File: src/rtl/elevator_pkg.sv
// Shared constants for the elevator panel logic: floor indexing and the
// default timing/capacity settings used by the input conditioner.
package elevator_pkg;
  localparam int NUM_FLOORS              = 3;
  localparam int FLOOR1_IDX              = 0;
  localparam int FLOOR2_IDX              = 1;
  localparam int FLOOR3_IDX              = 2;
  localparam int DEFAULT_DEBOUNCE_CYCLES = 8;
  localparam int DEFAULT_MAX_PEOPLE      = 15;
  localparam int DEFAULT_WEIGHT_LIMIT    = 6;
  localparam int DEFAULT_CNT_W           = 4;
endpackage

File: src/rtl/elevator_input_conditioner_debouncer.sv
// One raw panel input: 2-FF synchronizer, stability filter and the accepted
// (stable) level, with single-cycle rise/fall flags on each accepted change.
module input_debouncer #(
  parameter logic RESET_VAL       = 1'b0,
  parameter int   DEBOUNCE_CYCLES = 8
) (
  input  logic clk,
  input  logic rst_n,
  input  logic raw,
  input  logic prime,
  output logic stable,
  output logic rise,
  output logic fall
);
  localparam int            CW   = $clog2(DEBOUNCE_CYCLES + 1);
  localparam logic [CW-1:0] LAST = CW'(DEBOUNCE_CYCLES - 1);

  logic          sync1_r;
  logic          sync2_r;
  logic          stable_r;
  logic          rise_r;
  logic          fall_r;
  logic [CW-1:0] cnt_r;

  // Two-stage synchronizer for the asynchronous pin.
  always_ff @(posedge clk or negedge rst_n) begin
    if (!rst_n) begin
      sync1_r <= RESET_VAL;
      sync2_r <= RESET_VAL;
    end else begin
      sync1_r <= raw;
      sync2_r <= sync1_r;
    end
  end

  // Filter: accept a new level only after DEBOUNCE_CYCLES consecutive differing samples.
  always_ff @(posedge clk or negedge rst_n) begin
    if (!rst_n) begin
      stable_r <= RESET_VAL;
      cnt_r    <= '0;
      rise_r   <= 1'b0;
      fall_r   <= 1'b0;
    end else if (prime) begin
      stable_r <= sync2_r;
      cnt_r    <= '0;
      rise_r   <= 1'b0;
      fall_r   <= 1'b0;
    end else if (sync2_r == stable_r) begin
      cnt_r    <= '0;
      rise_r   <= 1'b0;
      fall_r   <= 1'b0;
    end else if (cnt_r == LAST) begin
      stable_r <= sync2_r;
      cnt_r    <= '0;
      rise_r   <= sync2_r;
      fall_r   <= ~sync2_r;
    end else begin
      cnt_r    <= cnt_r + CW'(1);
      rise_r   <= 1'b0;
      fall_r   <= 1'b0;
    end
  end

  assign stable = stable_r;
  assign rise   = rise_r;
  assign fall   = fall_r;
endmodule

File: src/rtl/elevator_input_conditioner.sv
// Conditions the raw elevator panel pins into clean call pulses, the SOS level
// and toggle, and the passenger count with its weight-limit flag.
module elevator_input_conditioner
  import elevator_pkg::*;
#(
  parameter int DEBOUNCE_CYCLES = DEFAULT_DEBOUNCE_CYCLES,
  parameter int MAX_PEOPLE      = DEFAULT_MAX_PEOPLE,
  parameter int WEIGHT_LIMIT    = DEFAULT_WEIGHT_LIMIT,
  parameter int CNT_W           = DEFAULT_CNT_W
) (
  input  logic                  clk_50,
  input  logic                  button_reset_pushed,
  input  logic                  button1_pushed,
  input  logic                  button2_pushed,
  input  logic                  button3_pushed,
  input  logic                  sos_flip,
  input  logic                  weight_flip,
  input  logic                  weight_flip_reset,
  output logic [NUM_FLOORS-1:0] call_req,
  output logic                  sos_mode,
  output logic                  sos_toggle,
  output logic [CNT_W-1:0]      people_count,
  output logic                  weight_limit_exceeded
);
  localparam int            STARTUP = DEBOUNCE_CYCLES + 2;
  localparam int            SW      = $clog2(STARTUP + 1);
  localparam logic [SW-1:0] SU_END  = SW'(STARTUP);

  logic                  rst_n_s;
  logic                  prime_s;
  logic [SW-1:0]         startup_cnt_r;
  logic [NUM_FLOORS-1:0] btn_raw_s;
  logic [NUM_FLOORS-1:0] btn_stable_s;
  logic [NUM_FLOORS-1:0] btn_rise_s;
  logic [NUM_FLOORS-1:0] btn_fall_s;
  logic                  sos_stable_s, sos_rise_s, sos_fall_s;
  logic                  wf_stable_s, wf_rise_s, wf_fall_s;
  logic                  wfr_stable_s, wfr_rise_s, wfr_fall_s;
  logic [NUM_FLOORS-1:0] call_req_r;
  logic                  sos_toggle_r;
  logic [CNT_W-1:0]      count_r;
  logic [CNT_W-1:0]      count_next_s;
  logic                  limit_r;
  logic                  unused_s;

  assign rst_n_s               = button_reset_pushed;
  assign prime_s               = (startup_cnt_r != SU_END);
  assign btn_raw_s[FLOOR1_IDX] = button1_pushed;
  assign btn_raw_s[FLOOR2_IDX] = button2_pushed;
  assign btn_raw_s[FLOOR3_IDX] = button3_pushed;

  for (genvar i = 0; i < NUM_FLOORS; i++) begin : g_btn
    input_debouncer #(.RESET_VAL(1'b1), .DEBOUNCE_CYCLES(DEBOUNCE_CYCLES)) u_btn (
      .clk(clk_50), .rst_n(rst_n_s), .raw(btn_raw_s[i]), .prime(prime_s),
      .stable(btn_stable_s[i]), .rise(btn_rise_s[i]), .fall(btn_fall_s[i])
    );
  end

  input_debouncer #(.RESET_VAL(1'b0), .DEBOUNCE_CYCLES(DEBOUNCE_CYCLES)) u_sos (
    .clk(clk_50), .rst_n(rst_n_s), .raw(sos_flip), .prime(prime_s),
    .stable(sos_stable_s), .rise(sos_rise_s), .fall(sos_fall_s)
  );
  input_debouncer #(.RESET_VAL(1'b0), .DEBOUNCE_CYCLES(DEBOUNCE_CYCLES)) u_wf (
    .clk(clk_50), .rst_n(rst_n_s), .raw(weight_flip), .prime(prime_s),
    .stable(wf_stable_s), .rise(wf_rise_s), .fall(wf_fall_s)
  );
  input_debouncer #(.RESET_VAL(1'b0), .DEBOUNCE_CYCLES(DEBOUNCE_CYCLES)) u_wfr (
    .clk(clk_50), .rst_n(rst_n_s), .raw(weight_flip_reset), .prime(prime_s),
    .stable(wfr_stable_s), .rise(wfr_rise_s), .fall(wfr_fall_s)
  );

  // Only the press edge of a button and the switch levels/toggles are consumed.
  assign unused_s = &{1'b0, btn_rise_s, btn_stable_s, wf_stable_s, wfr_stable_s};

  // Startup window: debouncers adopt the pin levels silently until this saturates.
  always_ff @(posedge clk_50 or negedge rst_n_s) begin
    if (!rst_n_s) begin
      startup_cnt_r <= '0;
    end else if (prime_s) begin
      startup_cnt_r <= startup_cnt_r + SW'(1);
    end else begin
      startup_cnt_r <= startup_cnt_r;
    end
  end

  // Passenger count next value: clear beats increment; increment saturates.
  always_comb begin
    count_next_s = count_r;
    if (wfr_rise_s || wfr_fall_s) begin
      count_next_s = '0;
    end else if (wf_rise_s || wf_fall_s) begin
      if (count_r == CNT_W'(MAX_PEOPLE)) begin
        count_next_s = count_r;
      end else begin
        count_next_s = count_r + CNT_W'(1);
      end
    end else begin
      count_next_s = count_r;
    end
  end

  // Registered event pulses, count and limit flag.
  always_ff @(posedge clk_50 or negedge rst_n_s) begin
    if (!rst_n_s) begin
      call_req_r   <= '0;
      sos_toggle_r <= 1'b0;
      count_r      <= '0;
      limit_r      <= 1'b0;
    end else begin
      call_req_r   <= btn_fall_s;
      sos_toggle_r <= sos_rise_s | sos_fall_s;
      count_r      <= count_next_s;
      limit_r      <= (count_next_s > CNT_W'(WEIGHT_LIMIT));
    end
  end

  assign call_req              = call_req_r;
  assign sos_mode              = sos_stable_s;
  assign sos_toggle            = sos_toggle_r;
  assign people_count          = count_r;
  assign weight_limit_exceeded = limit_r;
endmodule

File: config.mk
export PLATFORM = sky130hd
export DESIGN_NAME = elevator_input_conditioner
export DESIGN_NICKNAME = d
export VERILOG_FILES = /design/src/rtl/elevator_pkg.sv /design/src/rtl/elevator_input_conditioner_debouncer.sv /design/src/rtl/elevator_input_conditioner.sv
export SDC_FILE = /design/constraint.sdc
export NUM_CORES = 1
export LEC_CHECK = 0
export ABC_AREA = 1
export BUFFER_PORTS_ARGS = -buffer_cell sky130_fd_sc_hd__buf_2
export CAP_MARGIN = 15
export CORE_ASPECT_RATIO = 1.4
export CORE_MARGIN = 1
export CORE_UTILIZATION = 62
export CTS_BUF_LIST = sky130_fd_sc_hd__clkbuf_8
export CTS_CLUSTER_SIZE = 12
export DETAILED_ROUTE_END_ITERATION = 12
export GPL_ROUTABILITY_DRIVEN = 0
export GPL_TIMING_DRIVEN = 0
export PLACE_DENSITY = 0.82
export REMOVE_ABC_BUFFERS = 1
export SYNTH_ARGS = -nofsm -noshare
export SYNTH_HDL_FRONTEND = slang
export SYNTH_SLANG_ARGS = --single-unit
File: constraint.sdc
create_clock -name clk_50 -period 2.05 [get_ports clk_50]
set_clock_uncertainty 0.2 [all_clocks]
set_input_delay 0.3075 -clock clk_50 [delete_from_list [all_inputs] [get_ports clk_50]]
set_output_delay 0.3075 -clock clk_50 [all_outputs]
set_load 0.01 [all_outputs]
==> flow_summary.yaml <==
status:
  outcome: "finished with violations"
  violations: "design-rule violations"
floorplanning:
  top_level_ports: 18
  dieHeight_um: 78.5
  die_w_um: 56.7
  fp-row-count: 27
  start_util: 0.651
  core_area_mm2: 0.00399
  die-area_mm2: 0.00445
pwr:
  ir_worst_vdd_uv: 730
  clkPwrFrac: 0.293
  power_density_mw_per_mm2: 1150
  sequentialPowerShare: 0.503
  power.switching_mw: 1.05
  cellLeakagePower_nw: 1.53
  cellInternalPower_mw: 2.40
  swShare: 0.305
  pwr-share-comb: 0.204
logic_synthesis:
  avgSynthCellArea_um2: 11.3
  synthFlopType: "dfrtp_1"
  yosysWarnings: 0
  yosysTopAreaCellShare: 0.531
  synthTopCellsByArea: "dfrtp_1 53%, dfstp_2 9.1%, nor2_1 4.5%"
  synthArstFlopShare: 1.00
  synth_edf_count: 0
  yosysSeqAreaShare: 0.622
  ys_top_cells_by_count: "55 x dfrtp_1, 31 x nor2_1, 30 x nand2_1, 19 x inv_1, 18 x nand3_1"
  synth_top_area_cell: "dfrtp_1"
  syn_inst: 230
  syn_area_mm2: 0.00259
  synth_cell_type_count: 28
  synth.most_common_cell: "dfrtp_1"
  ys_ff_latch: 64
clock_tree:
  cts-htree-levels: 3
  cts-root-buf: "clkbuf_8"
  clkTransAtPathRegs_ns: 0.07
  cts_buffers: 9
  cts_tree: "built"
  clockBufferDepth: 2
  clock_sinks: 64
  clk_latency_ns: 0.33
global_routing:
  grt_max_degree: 37
  grt_pass1_wl_um: 7200
  grt_pass1_vias: 1725
  antenna_found_initial: 0
  grt_usage: 0.222
  grt_overflow: 0
sta:
  setup_viol: 0
  min_period_ns: 1.87
  hold_ws_ns: 0.148
  rsz0062_at_grt: "false"
  slew_headroom: 0.582
  final.period_utilization: 0.912
  maxSlewViolCount: 0
  hold_viol_final: 0
  worst_pin_slew_ns: 0.627
  max_freq_mhz: 535
  setup_tns_ns: 0
worst_setup_path:
  critical_path_required_ns: 2.06
  cp_slowest_cell: "dfrtp_1"
  crit_path_start: "startup_cnt_r[0]"
  worstPathArrival_ns: 1.88
  reg2reg_from: "startup_cnt_r[0]"
  max_stage_delay_ns: 0.40
  crit_type: "reg -> reg"
  critPathCaptureType: "flop"
  critPathMaxFanout: 14
  cp-start-kind: "flop"
  crit_chain: "inv_1 -> ha_1 -> nand2_2 -> nor2_8 -> inv_2 -> nor4_1"
final_layout:
  drive_above_1_share: 0.208
  antenna_cells: 0
  fin_nets: 281
  syn_to_final_growth_pct: 15.6
  fillers: 253
hold_path:
  min_from: "u_sos.sync1_r"
  hold_class: "reg -> reg"
routing:
  drt.antenna.violating_nets: 0
  wl_per_cell_um: 13.6
  routed_via_density: 5.46
  drcViolationCount: 4
  wirelength_um: 4250
  drt_iter0_markers: 55
  first_pass_iters: 9
  vias: 1703
place:
  post-dp-hpwl_um: 2710
  portBuffers: 17
job:
  max_cap_viol_count: 0
-- what timing repair did --
action | in CTS | in global routing
gates resized for setup | 0 | 0
buffers inserted | 0 | 0
setup endpoints to repair | 0 | 1
endpoints found under the hold margin | 34 | 0
hold buffers | 7 | 0
-- cells in the final DEF (no fill, tap or decap), drive strengths merged, types with 6 or more instances in the layout --
cell type    instances
nor4                 6
xor2                13
ha                   9
dfrtp               55
dlygate4sd3          7
clkbuf              10
nor2                33
inv                 22
dfstp                9
o21ai                7
a21oi                6
nand3               19
nand2               31
buf                 18
-- area by class of cell --
cell class | instances | area, µm² | share of cell area
clock buffer | 10 | 138 | 0.0459
clock inverter | 6 | 52.6 | 0.0175
inverter | 20 | 75.1 | 0.0250
multi-input combinational | 144 | 891 | 0.297
sequential | 64 | 1610 | 0.538
tap | 43 | 53.8 | 0.0179
timing repair buffer | 25 | 175 | 0.0584
-- worst max-delay path, delay by kind of cell, from the launching register on --
family / cells / cell delay (ns)
adders and majority gates: 1 / 0.17
DFF: 1 / 0.40
and+or+nand+nor: 3 / 0.67
buffers and inverters: 2 / 0.31
-- worst paths after layout --
check                                         endpoint  slack (ns)  depth (start not counted)
worst min register to register           u_sos.sync2_r        0.15                          0
max in group asynchronous       g_btn[1].u_btn.sync2_r        0.65                          3
min in group asynchronous               u_sos.cnt_r[1]        0.34                          2
worst min-delay path                     u_sos.sync2_r        0.15                          0
worst max-delay path                        u_sos.rise        0.18                          6
worst max register to register              u_sos.rise        0.18                          6
-- routing by layer --
layer,vias to the layer above,part of all wire,global-route usage,wire length (µm)
li1,817,-,-,-
met1,838,0.41,0.239,1760
met2,38,0.53,0.374,2260
met3,10,0.029,0.0544,125
met4,0,0.026,0.160,110
met5,-,0,0,0
-- registers in the layout (all words and copies together), names as in the netlist, 4 cells and up --
| name | cells |
|---|---|
| u_wf.cnt_r | 4 |
| u_sos.cnt_r | 4 |
| startup_cnt_r | 4 |
| people_count | 4 |
| u_wfr.cnt_r | 4 |
| g_btn.u_btn.cnt_r | 12 |
-- through the flow --
stage | instance area [µm²] | power (mW) | util | worst slack, ns | cells
3_3_place_gp | 2710 | 2.38 | 0.679 | 0.184 | 287
2_1_floorplan | 2570 | 2.22 | - | 0.415 | 227
6_report | 3000 | 3.45 | 0.752 | 0.181 | 312
3_5_place_dp | 2730 | 2.44 | 0.684 | 0.119 | 288
4_1_cts | 2990 | 3.49 | 0.749 | 0.0711 | 311
5_1_grt | 3000 | 3.69 | 0.752 | 0.0279 | 312
-- kinds of logic after synthesis --
family	after synthesis	share of synthesized area
compound gates	19	0.0405
buf+inv	23	0.0391
flops	64	0.622
xor+xnor	17	0.0574
fa+ha+maj	9	0.0434
simple gates	98	0.198
-- power by group through the flow --
stage          clock [mW]  sequential (mW)  combinational, mW
2_1_floorplan           0             1.74              0.482
3_3_place_gp            0             1.74              0.640
3_5_place_dp            0             1.75              0.695
4_1_cts              1.04             1.73              0.712
5_1_grt              1.10             1.77              0.819
6_report             1.01             1.74              0.705
Power figures use the tool's default switching activity.
